File: config.mk
export PLATFORM = sky130hd
export DESIGN_NAME = gmii_rx
export DESIGN_NICKNAME = d
export VERILOG_FILES = /design/src/rtl/gmii_rx.sv
export SDC_FILE = /design/constraint.sdc
export NUM_CORES = 1
export LEC_CHECK = 0
export ABC_AREA = 1
export CORE_MARGIN = 3
export CORE_UTILIZATION = 56
export DETAILED_ROUTE_END_ITERATION = 8
export GPL_ROUTABILITY_DRIVEN = 0
export PLACE_DENSITY = 0.8
export REMOVE_ABC_BUFFERS = 1
export SLEW_MARGIN = 40
export SYNTH_ARGS = -nofsm -noshare
export SYNTH_HDL_FRONTEND = slang
export SYNTH_SLANG_ARGS = --single-unit
File: constraint.sdc
create_clock -name rx_clk -period 3 [get_ports rx_clk]
set_input_delay 0.3 -clock rx_clk [delete_from_list [all_inputs] [get_ports rx_clk]]
set_output_delay 0.3 -clock rx_clk [all_outputs]
set_load 0.05 [all_outputs]
File: src/rtl/gmii_rx.sv
// gmii_rx: GMII receiver for the UDP/IPv4 video+audio link, demuxing payload to video and aux write ports
module gmii_rx #(
  parameter logic [47:0] my_mac = 48'h002345678902,
  parameter logic [15:0] ip_type = 16'h0800,
  parameter logic [7:0] ip_prot = 8'h11,
  parameter logic [15:0] udp_dport = 16'h3039,
  parameter logic [10:0] vid_bytes = 11'd1200,
  parameter logic [5:0] aux_bytes = 6'd32
) (
  input logic rx_clk,
  input logic sys_rst,
  input logic id,
  input logic rx_dv,
  input logic rx_er,
  input logic [7:0] rxd,
  output logic vid_wr_en,
  output logic [15:0] vid_data,
  output logic [15:0] vid_line,
  output logic vid_sol,
  output logic aux_hdr_valid,
  output logic [15:0] aux_hdr,
  output logic aux_wr_en,
  output logic [7:0] aux_data,
  output logic frame_ok,
  output logic frame_err,
  output logic [15:0] crc_err_cnt
);
  localparam logic [31:0] crc_poly = 32'hedb88320;
  localparam logic [31:0] crc_res = 32'hdebb20e3;
  typedef enum logic [3:0] {IDLE, PRE, HDR, PKTID, RESOL, VIDEO, AUXID, AUX, TAIL, DROP} state_t;
  state_t state, state_n;
  logic armed, first, post, in_frame, guard, abort, live, crc_good;
  logic ok_d, err_d, vwr_d, ahv_d, awr_d, hdr_chk;
  logic [10:0] idx, total;
  logic [7:0] ptype, hold, hdr_exp;
  logic [4:0] remaining;
  logic [31:0] crc, crc_n;
  logic [47:0] dst;
  // Expected header byte for the filtered positions; others are don't-care
  always_comb begin
    dst = my_mac - {47'd0, id};
    hdr_chk = 1'b1;
    hdr_exp = 8'h00;
    case (idx)
      11'd0: hdr_exp = dst[47:40];
      11'd1: hdr_exp = dst[39:32];
      11'd2: hdr_exp = dst[31:24];
      11'd3: hdr_exp = dst[23:16];
      11'd4: hdr_exp = dst[15:8];
      11'd5: hdr_exp = dst[7:0];
      11'd12: hdr_exp = ip_type[15:8];
      11'd13: hdr_exp = ip_type[7:0];
      11'd23: hdr_exp = ip_prot;
      11'd36: hdr_exp = udp_dport[15:8];
      11'd37: hdr_exp = udp_dport[7:0];
      default: hdr_chk = 1'b0;
    endcase
  end
  // Reflected CRC-32 byte update; crc_res is the reflected form of residue C704DD7B
  always_comb begin
    crc_n = crc ^ {24'd0, rxd};
    for (int i = 0; i < 8; i++) crc_n = crc_n[0] ? (crc_n >> 1) ^ crc_poly : crc_n >> 1;
  end
  // Frame-level error and verdict conditions
  always_comb begin
    post = state inside {RESOL, VIDEO, AUXID, AUX, TAIL};
    in_frame = post || state inside {HDR, PKTID};
    guard = rx_dv && in_frame && total == 11'd1600;
    abort = guard || (post && (rx_dv ? rx_er : state != TAIL));
    live = rx_dv && !abort;
    crc_good = idx == 11'd4 && crc == crc_res;
    ok_d = state == TAIL && !rx_dv && crc_good;
    err_d = abort || (state == TAIL && !rx_dv && !crc_good);
  end
  // State register
  always_ff @(posedge rx_clk)
    state <= sys_rst ? IDLE : state_n;
  // Next-state logic
  always_comb begin
    state_n = state;
    case (state)
      IDLE: if (rx_dv && armed) state_n = rxd == 8'h55 ? PRE : DROP;
      PRE: state_n = !rx_dv ? IDLE : rx_er ? DROP : rxd == 8'h55 ? PRE : rxd == 8'hd5 ? HDR : DROP;
      HDR: state_n = !rx_dv ? IDLE : (rx_er || (hdr_chk && rxd != hdr_exp)) ? DROP : idx == 11'd41 ? PKTID : HDR;
      PKTID: state_n = !rx_dv ? IDLE : rx_er ? DROP : (rxd == 8'h00 || rxd == 8'h02) ? RESOL : rxd == 8'h01 ? AUXID : DROP;
      RESOL: if (idx == 11'd1) state_n = VIDEO;
      VIDEO: if (idx == vid_bytes - 11'd1) state_n = ptype == 8'h02 ? AUXID : TAIL;
      AUXID: if (idx == 11'd1) state_n = AUX;
      AUX: if (idx == {5'd0, aux_bytes} - 11'd1) state_n = remaining == 5'd0 ? TAIL : AUXID;
      TAIL: state_n = TAIL;
      DROP: if (!rx_dv) state_n = IDLE;
      default: state_n = IDLE;
    endcase
    if (post) state_n = !rx_dv ? IDLE : rx_er ? DROP : state_n;
    if (guard) state_n = DROP;
  end
  // Output strobe decode
  always_comb begin
    vwr_d = live && state == VIDEO && idx[0];
    ahv_d = live && state == AUXID && idx == 11'd1;
    awr_d = live && state == AUX;
  end
  // Datapath, counters and registered outputs
  always_ff @(posedge rx_clk) begin
    if (sys_rst) begin
      armed <= 1'b0;
      first <= 1'b0;
      idx <= '0;
      total <= '0;
      crc <= '1;
      ptype <= '0;
      hold <= '0;
      remaining <= '0;
      vid_wr_en <= 1'b0;
      vid_data <= '0;
      vid_line <= '0;
      vid_sol <= 1'b0;
      aux_hdr_valid <= 1'b0;
      aux_hdr <= '0;
      aux_wr_en <= 1'b0;
      aux_data <= '0;
      frame_ok <= 1'b0;
      frame_err <= 1'b0;
      crc_err_cnt <= '0;
    end else begin
      armed <= armed | ~rx_dv;
      idx <= state_n != state ? 11'd0 : idx + 11'd1;
      total <= state == PRE ? 11'd0 : (rx_dv && total < 11'd1600) ? total + 11'd1 : total;
      crc <= state == PRE ? 32'hffffffff : (rx_dv && in_frame) ? crc_n : crc;
      hold <= rxd;
      if (state == PKTID) ptype <= rxd;
      if (live && state == RESOL && idx == 11'd1) vid_line <= {hold, rxd};
      first <= state == RESOL ? 1'b1 : vwr_d ? 1'b0 : first;
      vid_wr_en <= vwr_d;
      vid_sol <= vwr_d && first;
      if (vwr_d) vid_data <= {hold, rxd};
      aux_hdr_valid <= ahv_d;
      if (ahv_d) aux_hdr <= {hold, rxd};
      if (ahv_d) remaining <= rxd[7:3];
      aux_wr_en <= awr_d;
      if (awr_d) aux_data <= rxd;
      frame_ok <= ok_d;
      frame_err <= err_d;
      if (err_d && crc_err_cnt != 16'hffff) crc_err_cnt <= crc_err_cnt + 16'd1;
    end
  end
endmodule
==> results of run 1 <==
through the flow:
step	TNS (ns)	total power, mW	worst slack [ns]	instance area, um^2
final	0	5.42	0.314	9450
after global routing	0	5.64	0.0651	9450
after CTS	0	5.43	0.213	9450
after detailed placement	0	3.34	0.146	8870
after global placement	0	3.31	0.251	8870
after floorplan	-0.0725	3.00	-0.00453	7490
power by group through the flow:
| stage | Sequential, mW | Clock [mW] | Combinational [mW] |
|---|---|---|---|
| after floorplan | 2.25 | 0 | 0.748 |
| after global placement | 2.23 | 0 | 1.08 |
| after detailed placement | 2.23 | 0 | 1.10 |
| after CTS | 2.19 | 2.13 | 1.12 |
| after global routing | 2.20 | 2.19 | 1.24 |
| final | 2.19 | 2.10 | 1.13 |
worst max-delay path: stages (launching register included):
cell and delay (ns):
dfxtp_1 0.43, ha_1 0.25, inv_1 0.11, nor2_2 0.21, nand3_1 0.21, nand2_1 0.14, nand3_1 0.10, nor3_1 0.19
nand3b_1 0.12, a21oi_1 0.13, nand3_1 0.09, nand2_1 0.10, nand2_1 0.07, nand2_1 0.06, nand3_1 0.08, buf_4 0.19
nor3_1 0.13
cell usage in the layout, fill, tap and decap left out, types with 3 or more instances in the layout:
cell,netlist,routed
buf_4,0,34
a21oi_1,89,89
nor3_1,30,30
xor2_1,46,46
inv_6,0,4
a211oi_1,33,33
xnor2_1,17,17
nand3b_1,3,3
inv_1,132,132
nand2_1,136,135
nor2_2,6,6
dfxtp_1,154,154
nand2_2,9,10
nor3b_1,4,4
inv_2,7,7
inv_8,0,4
nor2_1,109,109
nor4_1,13,13
nor3_2,12,12
o21ai_0,64,64
clkbuf_16,0,17
o211ai_1,16,16
nand3_1,57,57
or2_2,4,4
clkdlybuf4s50_1,0,89
nand4_1,23,23
ha_1,7,7
what timing repair did:
item / 4_1_cts / 5_1_grt
gates resized for setup: 0 / 1
setup endpoints to repair: 0 / 11
setup buffers: 0 / 0
logic make-up after synthesis:
family                   synth area share, %
AO/OA/AOI/OAI                           16.0
flip-flops                              40.2
XOR/XNOR                                7.62
AND/OR/NAND/NOR                         25.8
buffers and inverters                   9.21
adder cells (fa/ha/maj)                 1.14
cell type report:
class | instances | area share [%]
inverter | 141 | 5.60
clock inverter | 15 | 1.62
sequential | 154 | 32.6
multi-input combinational | 700 | 41.1
clock buffer | 17 | 4.50
tap | 176 | 2.33
timing repair buffer | 124 | 12.2
worst max path at each step:
stage | startpoint | endpoint
floorplan | state[1] | vid_line[0]
global placement | rxd[4] | idx[10]
detailed placement | rxd[4] | idx[6]
CTS | idx[0] | idx[6]
global route | idx[0] | idx[10]
finish | idx[0] | idx[10]
registers in the layout (all words and copies together) (netlist names), 4 cells and up:
register,count
vid_line,16
ptype,8
aux_data,8
hold,8
crc,32
vid_data,16
total,11
aux_hdr,16
idx,11
state,4
crc_err_cnt,16
per-layer routing:
layer  track usage, %  up-vias  share of wire (%)
met2             44.3      292                 48
met1             32.7     3319                 41
met3             4.85       79                6.7
li1                 -     3652                  -
met5                0        -                  0
met4             13.8        0                4.2
==> results.md, run 1 <==
* Req. time, crit path at 3.35 ns
* Final ANT Viol Nets at 0
* Num rows at 42
* Crit Path Category: reg -> reg
* Core Footprint at 13300 um^2
* Final Hold Fails at 0
* Clk buf depth at 2
* Hold Path Stages at 2
* Part of the power in registers at 40.4%
* Total GRT Usage at 26.5%
* Clock Power Share at 38.8%
* Total CTS buffers at 17
* Total Wirelength at 20.1 mm
* Hold WS at 0.146 ns
* Initial antenna violation count at 0
* Max Cap Violations at 0
* Share of flip-flops with an asynchronous set or reset at 0%
* Total grt overflow at 0
* RR Startpoint: idx[0]
* Worst Hold Launch: sys_rst
* Peak supply drop at 356 uV
* Area grow syn2layout at 23.3%
* Max frequency at 372 MHz
* Seq/Total Area, Yosys at 40.2%
* Average size of a mapped cell at 7.42 um^2
* N_diodes at 0
* Clock skew at 0.00889 ns
* Final nets at 1158
* Final setup violation count at 0
* TritonCTS clock tree: yes
* Flop-to-flop setup slack at 0.31 ns
* Post-Syn Instances at 1033
* Clock latency on the worst-skew pair at 0.44 ns
* First-pass GRT wire length at 31.7 mm
* Synth top cells by count: 154 x dfxtp_1, 136 x nand2_1, 132 x inv_1
* Vias at 7342
* Pwr dens at 574 nW/um^2
* Core Util, Final at 71.1%
* Internal power at 3.69 mW
* Die width at 123 um
* Initial core utilization at 57.6%
* Synth area leaders: dfxtp_1 40%, nand2_1 6.7%, inv_1 6.5%
* HP Class: in -> reg
* CP Launch Type: flip-flop
* Die footprint at 15100 um^2
* Cell depth of the worst flop-to-flop path at 16
* FF/Latch Area at 3080 um^2
* Hold_buf cts at 0
* CTS clk-pin slew, worst paths at 0.06 ns
* Worst Hold End: state[2]
* Initial drt markers at 531
* Die Y at 123 um
* Residual DRC at 0
* Synth top area share at 40.2%
* Post-synth EDFFs at 0
* #FFs+latches synth at 154
* RSZ-0062 raised after global routing: false
* Fraction of layout cells with a size suffix above 1 at 10.1%
* Clock sinks at 154
* DP HPWL at 14.5 mm
* Yosys cell types at 44
* Yosys top cell by area: dfxtp_1
* Most used DFF post-synth: dfxtp_1
* Slew headroom at 48.0%
* FF-to-FF End: idx[10]
* P_leak at 3.71 nW
* Comb pwr share at 20.8%
* Slew @ Worst Pin at 0.779 ns
* Synthesized area at 7660 um^2
* Non-filler cells, final at 1327
* Htree depth at 4
* Post-Place Cells at 1295
* Crit path DAT at 3.04 ns
* Final slew viol count at 0
* IO Pins at 91
* Min cycle time layout at 2.69 ns
* Status: finished, final reports clean
* Psw at 1.73 mW
* Largest net degree at the start of global routing at 66
* Fin crit share at 89.5%
* Vias in the first global route at 6707
* Crit Path Max Fanout at 11
* Yosys Warn Count at 0
* Top-count cell post-synth: dfxtp_1
* Port buffer count at 90
* Drt first pass iters at 7
* Worst setup EP type: flip-flop
* Per-cell routed wire length at 15.1 um
* Multi-input logic area at 3890 um^2
* Post-DR vias/cell at 5.53
* # fillers at 1060
* Sw frac at 31.9%
* Root Buffer: clkbuf_16
Power figures use the tool's default switching activity.
==> run 2: changes to the inputs <==
TNS_END_PERCENT = 50   (was default)
==> results of run 2 <==
Same layout as run 1: the final DEF is identical, and so are final timing and power.
==> run 3: changes to the inputs <==
CORE_UTILIZATION = 27   (was 56)
GPL_TIMING_DRIVEN = 1   (was default)
PLACE_DENSITY = default   (was 0.8)
==> run 3 against run 2 <==
  * Clock-buffer cell count stayed put
  * Combinational power hardly changed
  * Flip-flop and latch count stayed put
  * Clock skew is 0.0058 ns higher
  * First-iteration DRC count is 6.2% lower
  * Critical path depth is 2 higher
  * Wire length is 9.8% higher
  * Utilization is 36 points lower
  * Fmax is 3.1% higher
  * Non-clock buffer count is 2 higher
  * Critical endpoint unchanged
  * Largest cell class unchanged
  * Largest power group is now the clock network
==> results.md, run 3 (same netlist as run 1, synthesis figures left out) <==
* Total Power at 5.61 mW (+3.6%)
* Initial drt markers at 498 (-6.2%)
* Crit Path Category: reg -> reg
* Per-cell routed wire length at 14.4 um (-4.9%)
* Sw frac at 32.2% (+0.39 points)
* Port buffer count at 90 (unchanged)
* CTS clk-pin slew, worst paths at 0.07 ns (about the same)
* Max frequency at 384 MHz (+3.1%)
* Slew headroom at 46.0% (-2.0 points)
* Total grt overflow at 0 (unchanged)
* Status: finished, final reports clean
* Most common cell after layout, fill and taps aside: dfxtp_1
* Met1 GRT Util at 18.7% (-14 points)
* TritonCTS clock tree: yes
* Final worst setup slack at 0.396 ns (+0.0819 ns)
* Final ANT Viol Nets at 0 (unchanged)
* DP HPWL at 16.6 mm (+15%)
* Worst-path cell with the longest stage delay: dfxtp_1
* Max Cap Violations at 0 (unchanged)
* Pwr dens at 574 nW/um^2 (about the same)
* Min cycle time layout at 2.60 ns (-0.0819 ns)
* HP Class: in -> reg
* Clock sinks at 154 (unchanged)
* Design area at 9770 um^2 (+3.5%)
* Fraction of layout cells with a size suffix above 1 at 10.4% (+0.33 points)
* Final nets at 1160 (+0.17%)
* Max reg flops at 32 (unchanged)
* Core Footprint at 27900 um^2 (+110%)
* Crit Path Max Fanout at 11 (unchanged)
* Area grow syn2layout at 27.5%
* Hold WS at 0.281 ns (+0.136 ns)
* DP Worst Slack at 0.0979 ns (-0.0482 ns)
* Peak supply drop at 395 uV (+11%)
* Grt met2 use at 23.5% (-21 points)
* Post-Place Cells at 1499 (+16%)
* Hold_buf cts at 0 (unchanged)
* Vias at 7161 (-2.5%)
* Worst setup startpoint: idx[8]
* Largest stage delay, worst path at 0.34 ns (-0.09 ns)
* Die footprint at 30400 um^2 (+100%)
* N_diodes at 0 (unchanged)
* Non-filler cells, final at 1531 (+15%)
* Flop-to-flop setup slack at 0.40 ns (+0.08 ns)
* Clock Power Share at 40.6% (+1.8 points)
* Clock skew at 0.0147 ns (+0.00584 ns)
* Die Y at 174 um (+42%)
* Root Buffer: clkbuf_16
* Internal power at 3.80 mW (+3.0%)
* Worst setup EP type: flip-flop
* Largest net degree at the start of global routing at 51 (-23%)
* Total CTS buffers at 17 (unchanged)
* RR Startpoint: idx[8]
* Die width at 174 um (+42%)
* Drt first pass iters at 5 (-2)
* Initial antenna violation count at 1 (+1)
* Biggest register: crc
* Final setup violation count at 0 (unchanged)
* Req. time, crit path at 3.30 ns (-0.05 ns)
* CP most frequent cell: nand2_1
* Worst Hold Launch: sys_rst
* Initial core utilization at 27.5% (-30 points)
* Fin crit share at 86.8% (-2.7 points)
* P_leak at 3.74 nW (+0.69%)
* Total Wirelength at 22.0 mm (+9.8%)
* Crit path DAT at 2.91 ns (-0.13 ns)
* Core Util, Final at 35.1% (-36 points)
* Vias in the first global route at 6701 (-0.089%)
* Clk buf depth at 2 (unchanged)
* Psw at 1.81 mW (+4.8%)
* RSZ-0062 raised after global routing: false
* Final slew viol count at 0 (unchanged)
* Post-DR vias/cell at 4.68 (-15%)
* Fin Setup TNS at 0 ns (unchanged)
* IO Pins at 91 (unchanged)
* DP Area at 9140 um^2 (+3.0%)
* Clock latency on the worst-skew pair at 0.43 ns (about the same)
* Slew @ Worst Pin at 0.810 ns (+0.0305 ns)
* Part of the power in registers at 39.1% (-1.3 points)
* Final Hold Fails at 0 (unchanged)
* # fillers at 2914 (+170%)
* Residual DRC at 0 (unchanged)
* First-pass GRT wire length at 35.2 mm (+11%)
* Commonest non-fill, non-tap cells in the layout: 153 x dfxtp_1, 135 x nand2_1, 132 x inv_1
* GRT met3 Usage at 3.12% (-1.7 points)
* CP Launch Type: flip-flop
* CP Cell Sequence: nor2_1 -> nand2_2 -> nor2_4 -> nand3_2 -> nand3_1 -> nand2_1 -> nand2_1 -> nor2_1 -> nand4_1 -> nand2_1 -> nand2_1 -> nand2_1 -> nand3_1 -> nand2_1 -> nand2_1 -> nand2_1 -> nand2_2 -> nor3_1
* Htree depth at 4 (unchanged)
* Most used routing layer: met2
* Num rows at 61 (+45%)
* Total GRT Usage at 14.4% (-12 points)
* Comb pwr share at 20.3% (-0.5 points)
run 3: layout make-up:
| class | instances | area [um^2] | area share, % |
|---|---|---|---|
| Timing Repair Buffer | 126 | 1170 | 11.9 |
| Tap cell | 378 | 473 | 4.84 |
| Inverter | 141 | 529 | 5.41 |
| Clock inverter | 15 | 198 | 2.02 |
| Sequential cell | 154 | 3080 | 31.6 |
| Clock buffer | 17 | 425 | 4.35 |
| Multi-Input combinational cell | 700 | 3900 | 39.9 |
run 3: final timing paths:
check | endpoint | cells past startpoint
min | hold[3] | 2
max reg2reg | idx[10] | 18
min reg2reg | vid_data[0] | 2
max | idx[10] | 18
run 3: what timing repair did:
item                       CTS  global route
resized for setup            0             4
setup buffers                0             0
setup endpoints to repair    0            11
run 3: power by group through the flow:
stage / registers [mW] / logic (mW) / clock network [mW]
2_1_floorplan: 2.25 / 0.748 / 0
3_3_place_gp: 2.24 / 1.10 / 0
3_5_place_dp: 2.24 / 1.12 / 0
4_1_cts: 2.19 / 1.13 / 2.32
5_1_grt: 2.20 / 1.27 / 2.41
6_report: 2.19 / 1.14 / 2.28
run 3: worst max-delay path, delay by kind of cell (launching register included):
family,cells,cell delay [ns]
simple gates,18,2.12
flops,1,0.34
run 3: routing by layer:
metal / part of all wire (%) / routed length (um) / vias up
met4: 2.7 / 598 / 2
met1: 46 / 10200 / 3260
li1: - / - / 3661
met3: 5.2 / 1150 / 44
met2: 46 / 10100 / 194
met5: 0.041 / 9 / -
